## src/rtl/mult_pkg.sv

```systemverilog
// Shared types and constants for the pipelined multiplier and its sharing front-end.
// Pure declarations: no timing and no flow control of its own.
package mult_pkg;

    localparam int MULT_LAT = 5;
    localparam int OPND_W   = 32;
    localparam int PROD_W   = 64;
    localparam int MAX_ID_W = 3;

    typedef struct packed {
        logic [MAX_ID_W-1:0] id;
        logic [PROD_W-1:0]   product;
    } res_entry_t;

    function automatic logic [MAX_ID_W-1:0] rr_next(input logic [MAX_ID_W-1:0] g, input int n);
        return (int'(g) == n - 1) ? '0 : g + 1'b1;
    endfunction

endpackage

```

## src/rtl/mult_res_fifo.sv

```systemverilog
// Synchronous show-ahead FIFO; head is visible combinationally and reads zero when empty.
// Zero-cycle read latency; pushes while full and pops while empty are ignored.
module mult_res_fifo #(
    parameter int DEPTH = 8,
    parameter int W     = 67
) (
    input  logic                     clk,
    input  logic                     rst,
    input  logic                     i_push_vld,
    input  logic [W-1:0]             i_push_dat,
    input  logic                     i_pop_vld,
    output logic                     o_full,
    output logic                     o_empty,
    output logic [$clog2(DEPTH):0]   o_count,
    output logic [W-1:0]             o_head_dat
);
    localparam int AW = $clog2(DEPTH);

    logic [W-1:0] r_mem [DEPTH];
    logic [AW:0]  r_wr_ptr, r_rd_ptr;
    logic [AW:0]  w_count;

    assign w_count    = r_wr_ptr - r_rd_ptr;
    assign o_count    = w_count;
    assign o_empty    = (w_count == '0);
    assign o_full     = (w_count == (AW+1)'(DEPTH));
    assign o_head_dat = o_empty ? '0 : r_mem[r_rd_ptr[AW-1:0]];

    always_ff @(posedge clk) begin
        if (rst) begin
            r_wr_ptr <= '0;
            r_rd_ptr <= '0;
        end else begin
            if (i_push_vld && !o_full) r_wr_ptr <= r_wr_ptr + 1'b1;
            if (i_pop_vld && !o_empty) r_rd_ptr <= r_rd_ptr + 1'b1;
        end
    end

    // Storage is data-only; the pointers alone define occupancy.
    always_ff @(posedge clk) begin
        if (i_push_vld && !o_full) r_mem[r_wr_ptr[AW-1:0]] <= i_push_dat;
    end

endmodule

```

## src/rtl/pipelined_mult.sv

```systemverilog
// Unsigned 32x32 multiplier, 5 register stages, free-running.
// Latency 5 edges; no enable and no backpressure, so callers must budget space downstream.
module pipelined_mult (
    input  logic        clk,
    input  logic        rst,
    input  logic [31:0] a,
    input  logic [31:0] b,
    output logic [63:0] p
);
    import mult_pkg::*;

    logic [OPND_W-1:0] r_a, r_b;
    logic [31:0]       r_pp_ll, r_pp_lh, r_pp_hl, r_pp_hh;
    logic [PROD_W-1:0] r_sum, r_p4, r_p5;

    // 16-bit partial products, then a single recombination stage, then retiming.
    always_ff @(posedge clk) begin
        if (rst) begin
            r_a     <= '0;
            r_b     <= '0;
            r_pp_ll <= '0;
            r_pp_lh <= '0;
            r_pp_hl <= '0;
            r_pp_hh <= '0;
            r_sum   <= '0;
            r_p4    <= '0;
            r_p5    <= '0;
        end else begin
            r_a     <= a;
            r_b     <= b;
            r_pp_ll <= 32'(r_a[15:0])  * 32'(r_b[15:0]);
            r_pp_lh <= 32'(r_a[15:0])  * 32'(r_b[31:16]);
            r_pp_hl <= 32'(r_a[31:16]) * 32'(r_b[15:0]);
            r_pp_hh <= 32'(r_a[31:16]) * 32'(r_b[31:16]);
            r_sum   <= {r_pp_hh, r_pp_ll} + (64'(r_pp_lh) << 16) + (64'(r_pp_hl) << 16);
            r_p4    <= r_sum;
            r_p5    <= r_p4;
        end
    end

    assign p = r_p5;

endmodule

```

## src/rtl/mult_share_ctrl.sv

```systemverilog
// Round-robin front-end sharing one pipelined multiplier among N_REQ requesters; ordered result FIFO.
// Result MULT_LAT+1 cycles after handshake; issue stalls once in-flight plus queued results reach FIFO_DEPTH.
module mult_share_ctrl #(
    parameter int N_REQ      = 4,
    parameter int FIFO_DEPTH = 8,
    parameter int MULT_LAT   = mult_pkg::MULT_LAT,
    parameter int ID_W       = $clog2(N_REQ)
) (
    input  logic                          clk,
    input  logic                          rst,
    input  logic [N_REQ-1:0]              req_valid,
    output logic [N_REQ-1:0]              req_ready,
    input  logic [N_REQ*32-1:0]           req_a,
    input  logic [N_REQ*32-1:0]           req_b,
    output logic                          res_valid,
    input  logic                          res_ready,
    output logic [ID_W-1:0]               res_id,
    output logic [63:0]                   res_p,
    output logic [$clog2(FIFO_DEPTH):0]   credits_used,
    output logic                          busy
);
    import mult_pkg::*;

    localparam int CW = $clog2(FIFO_DEPTH) + 1;

    logic [ID_W-1:0]   r_rr_ptr;
    logic [CW-1:0]     r_credits;
    logic [MULT_LAT-1:0] r_tag_vld;
    logic [ID_W-1:0]   r_tag_id [MULT_LAT];

    logic [ID_W-1:0]   w_gnt_idx;
    logic              w_found;
    logic              w_issue;
    logic              w_pop;
    logic [31:0]       w_op_a, w_op_b;
    logic [63:0]       w_mult_p;
    res_entry_t        w_push_dat, w_head;
    logic              w_fifo_full, w_fifo_empty;
    logic [CW-1:0]     w_fifo_count;

    // Cyclic search starting at the pointer; the first valid requester wins.
    always_comb begin
        w_gnt_idx = '0;
        w_found   = 1'b0;
        for (int k = 0; k < N_REQ; k++) begin
            int idx;
            idx = int'(r_rr_ptr) + k;
            if (idx >= N_REQ) idx = idx - N_REQ;
            if (!w_found && req_valid[ID_W'(idx)]) begin
                w_found   = 1'b1;
                w_gnt_idx = ID_W'(idx);
            end
        end
    end

    // Gate on the registered count only: a same-cycle pop does not free a credit yet.
    assign w_issue   = !rst && w_found && (r_credits < CW'(FIFO_DEPTH));
    assign req_ready = w_issue ? (N_REQ'(1) << w_gnt_idx) : '0;
    assign w_op_a    = w_issue ? req_a[32*int'(w_gnt_idx) +: 32] : '0;
    assign w_op_b    = w_issue ? req_b[32*int'(w_gnt_idx) +: 32] : '0;

    always_ff @(posedge clk) begin
        if (rst) begin
            r_rr_ptr <= '0;
        end else if (w_issue) begin
            r_rr_ptr <= ID_W'(rr_next(MAX_ID_W'(w_gnt_idx), N_REQ));
        end
    end

    pipelined_mult u_mult (
        .clk (clk),
        .rst (rst),
        .a   (w_op_a),
        .b   (w_op_b),
        .p   (w_mult_p)
    );

    // Tag shift register mirrors the multiplier depth so the last stage lines up with p.
    always_ff @(posedge clk) begin
        if (rst) begin
            r_tag_vld <= '0;
            for (int i = 0; i < MULT_LAT; i++) r_tag_id[i] <= '0;
        end else begin
            r_tag_vld   <= {r_tag_vld[MULT_LAT-2:0], w_issue};
            r_tag_id[0] <= w_gnt_idx;
            for (int i = 1; i < MULT_LAT; i++) r_tag_id[i] <= r_tag_id[i-1];
        end
    end

    always_comb begin
        w_push_dat         = '0;
        w_push_dat.id      = MAX_ID_W'(r_tag_id[MULT_LAT-1]);
        w_push_dat.product = w_mult_p;
    end

    mult_res_fifo #(
        .DEPTH (FIFO_DEPTH),
        .W     ($bits(res_entry_t))
    ) u_fifo (
        .clk        (clk),
        .rst        (rst),
        .i_push_vld (r_tag_vld[MULT_LAT-1]),
        .i_push_dat (w_push_dat),
        .i_pop_vld  (w_pop),
        .o_full     (w_fifo_full),
        .o_empty    (w_fifo_empty),
        .o_count    (w_fifo_count),
        .o_head_dat (w_head)
    );

    assign res_valid = !w_fifo_empty;
    assign res_id    = w_head.id[ID_W-1:0];
    assign res_p     = w_head.product;
    assign w_pop     = res_valid && res_ready;

    always_ff @(posedge clk) begin
        if (rst) begin
            r_credits <= '0;
        end else begin
            case ({w_issue, w_pop})
                2'b10:   r_credits <= r_credits + 1'b1;
                2'b01:   r_credits <= r_credits - 1'b1;
                default: r_credits <= r_credits;
            endcase
        end
    end

    assign credits_used = r_credits;
    assign busy         = (r_credits != '0);

    a_no_push_when_full: assert property (@(posedge clk) disable iff (rst)
        r_tag_vld[MULT_LAT-1] |-> !w_fifo_full);
    a_credits_cover_fifo: assert property (@(posedge clk) disable iff (rst)
        r_credits >= w_fifo_count);
    a_id_fits: assert property (@(posedge clk) (w_head.id >> ID_W) == '0);

endmodule
```

## config.mk

```make
export PLATFORM = sky130hd
export DESIGN_NAME = mult_share_ctrl
export DESIGN_NICKNAME = d
export VERILOG_FILES = /design/src/rtl/mult_pkg.sv /design/src/rtl/mult_res_fifo.sv /design/src/rtl/pipelined_mult.sv /design/src/rtl/mult_share_ctrl.sv
export SDC_FILE = /design/constraint.sdc
export NUM_CORES = 2
export LEC_CHECK = 0
export ABC_AREA = 1
export CORE_MARGIN = 10
export CORE_UTILIZATION = 65
export DETAILED_ROUTE_END_ITERATION = 10
export PLACE_DENSITY = 0.82
export SYNTH_ARGS = -nofsm -noshare
export SYNTH_HDL_FRONTEND = slang
export SYNTH_SLANG_ARGS = --single-unit
```

## constraint.sdc

```tcl
create_clock -name clk -period 20.6 [get_ports clk]
set_input_delay 6.18 -clock clk [delete_from_list [all_inputs] [get_ports clk]]
set_output_delay 6.18 -clock clk [all_outputs]
set_load 0.02 [all_outputs]
```

==> impl_metrics.tcl <==
set metrics [dict create \
    cts_buffer_depth 3 \
    route.detailed.drc 0 \
    synth_compound_area_share_pct 7.36 \
    yosysWarnings 0 \
    antenna_found_initial 16 \
    post-route-util_pct 72.2 \
    pwr-share-seq_pct 23.7 \
    outcome "finished, final reports clean" \
    ios 339 \
    fin_total_pwr_mw 10.5 \
    worst_pin_slew_ns 1.13 \
    routed_wl_microns 200000 \
    p_leak_nw 40.9 \
    synth_mux_area_share_pct 0 \
    synth_fa_ha_area_share_pct 29.6 \
    viasPerCell 5.63 \
    fin_skew_ns 0.0521 \
    clock_sinks 944 \
    critPathMaxFanout 67 \
    ant_nets 0 \
    ys_seq_area_share_pct 32.6 \
    htreeDepth 3 \
    worstHoldPathType "register to register" \
    min_period_ns 16.17 \
    hold_viol_final 0 \
    setup_viol 0 \
    syn_area_per_cell_sq_um 8.33 \
    post-cts-setup-buffers 0 \
    coreArea_sq_um 113000 \
    port_buffers 338 \
    drt_iter0_markers 5623 \
    layout_common_cells "2135 x nand2_1, 2073 x inv_1, 810 x fa_1, 574 x nor2_1, 528 x edfxtp_1" \
    dp_cells 10400 \
    firstDrtPassIters 9 \
    clkPwrFrac_pct 15.5 \
    cp-end-kind "output port" \
    layout.nets 10500 \
    cts_tree "built" \
    clkTransAtPathRegs_ns 0.06 \
    cts_resized 0 \
    max_slew_margin_pct 24.7 \
    finalNonFillerCells 10600 \
    synth_cells 8913 \
    syn2layout_area_growth_pct 9.81 \
    synth_fp_nets 10400 \
    synth_ff_type "edfxtp_1" \
    n_fill_cell 8463 \
    synth_xor_area_share_pct 0.271 \
    powerDensity_nw_per_um2 128 \
    wl_per_cell_microns 18.9 \
    hold_buffers 0 \
    cts_root_buffer "clkbuf_16" \
    netlist_area_sq_um 74200 \
    yosys.area_share.simple_pct 17.4 \
    required_ns 14.42 \
    post-route-period-util_pct 78.5 \
    rsz0062_at_grt "false" \
    switchingPower_mw 5.20 \
    gp_congestion 0.958 \
    holdWs_ns 0.373 \
    maxCapViolCount 0 \
    worst_setup_path_start_kind "primary input" \
    fmax_mhz 61.9 \
    power_switching_share_pct 49.7 \
    rows 123 \
    cts_made_buffers 90 \
    die_x_microns 358 \
    dieArea_sq_um 128000 \
    async_flop_share_pct 0 \
    cp.arrival_ns 9.99 \
    fp.dieH_microns 358 \
    place_hpwl_microns 143000 \
    grt_first_pass_wirelength_microns 323000 \
    final.setup.tns_ns 0 \
    overflow 0 \
    layout-drive-gt1-share_pct 2.88 \
    synth_top_family_by_area "adder cells" \
    drv_slew 0 \
    crit_type "primary input to output port" \
    vdd.ir_drop.worst_mv 0.144 \
    synth_edf_count 528 \
    final_common_cell "nand2_1" \
    intPower_mw 5.27 \
    yosys_register_bits 944 \
    grt_max_degree 193 \
    grt_pass1_vias 61600 \
    grt_usage_pct 31.5 \
    clk_latency_ns 0.70 \
    synth_cell_types 41 \
    initial_core_util_pct 65.7 \
    vias 59700 \
    pwr-share-comb_pct 60.9 \
]
worst max-delay path, stage by stage:
cell and delay, ns:
clkdlybuf4s50_1 0.52, inv_1 0.07, nand2_1 0.05, nand2_1 0.10, nand2_1 0.08, nand2_1 0.10
nand3_2 0.09, buf_4 0.58, nand3_4 0.39, nand2_2 0.14, buf_4 0.58, inv_1 0.21
ha_1 0.26, inv_1 0.06, nor2_1 0.04, clkdlybuf4s50_1 0.54
Yosys cell counts, drive strengths merged (8+ instances only):
cell / instances / area (sq um)
nand2: 2140 / 8040
inv: 2078 / 7800
fa: 810 / 16200
nor2: 583 / 2190
edfxtp: 528 / 15900
a21oi: 500 / 2510
ha: 460 / 5760
dfxtp: 416 / 8330
nand3: 375 / 1890
clkbuf: 352 / 1320
o21ai: 247 / 1240
nand4: 79 / 494
a32o: 66 / 661
a32oi: 66 / 578
buf: 64 / 342
nor3: 43 / 215
o21bai: 24 / 180
xnor2: 17 / 149
a21o: 15 / 113
nor4: 9 / 56.3
o21a: 8 / 60.1
final timing paths:
| path | slack (ns) | to | startpoint | cells after the start |
|---|---|---|---|---|
| max | 4.43 | req_ready[2] | req_valid[0] | 16 |
| min | 0.37 | u_mult.r_p4[59] | u_mult.r_sum[59] | 2 |
| max reg2reg | 14.24 | u_mult.r_pp_lh[28] | u_mult.r_a[9] | 19 |
| min reg2reg | 0.37 | u_mult.r_p4[59] | u_mult.r_sum[59] | 2 |
routing by layer:
layer | global-route usage, % | up-vias | wire, microns
met1 | 39.2 | 28600 | 75600
met5 | 0 | - | 64
li1 | - | 27500 | -
met4 | 14.5 | 10 | 9860
met2 | 53.3 | 2903 | 95600
met3 | 5.75 | 635 | 18800
cell families (layout without fill, tap and decap cells):
kind of cell	Yosys count	in the layout
adders and majority gates	1270	1270
DFF	944	944
AOI/OAI and AO/OA	944	944
and+or+nand+nor	3238	3238
buffers and inverters	2494	2667
xor gates and xnor gates	23	23
other	0	9
area by class of cell:
class | count | area, sq um | area share (%)
Antenna cell | 9 | 22.5 | 0.0276
Clock inverter | 42 | 408 | 0.500
Multi-Input combinational cell | 5475 | 40700 | 49.9
Timing Repair Buffer | 420 | 4020 | 4.93
Inverter | 2078 | 7810 | 9.58
Sequential cell | 944 | 24200 | 29.7
Clock buffer | 127 | 2490 | 3.06
Tap cell | 1500 | 1880 | 2.30
registers in the layout, indices dropped and copies added (netlist names), named ones only:
signal           flops
u_fifo.r_mem       528
u_mult.p            64
u_mult.r_p4         64
u_mult.r_sum        64
u_mult.r_a          32
u_mult.r_b          32
u_mult.r_pp_hh      32
u_mult.r_pp_hl      32
u_mult.r_pp_lh      32
u_mult.r_pp_ll      32
r_tag_id            10
r_tag_vld            5
credits_used         4
u_fifo.r_rd_ptr      4
u_fifo.r_wr_ptr      4
r_rr_ptr             2
metrics by stage:
step                instance area, sq um  worst slack, ns
finish                             81500             4.43
global placement                   78600             4.52
detailed placement                 78600             4.48
floorplan                          74200             6.80
CTS                                81500             4.47
global route                       81500             4.12
power groups by stage:
stage / Sequential [mW] / Clock, mW / Combinational (mW)
after floorplan: 2.33 / 0 / 4.45
after global placement: 2.49 / 0 / 6.04
after detailed placement: 2.50 / 0 / 6.24
after CTS: 2.46 / 1.63 / 6.31
after global routing: 2.49 / 1.71 / 7.22
final: 2.48 / 1.62 / 6.38
Note: power is estimated with default switching activity, not from simulation.
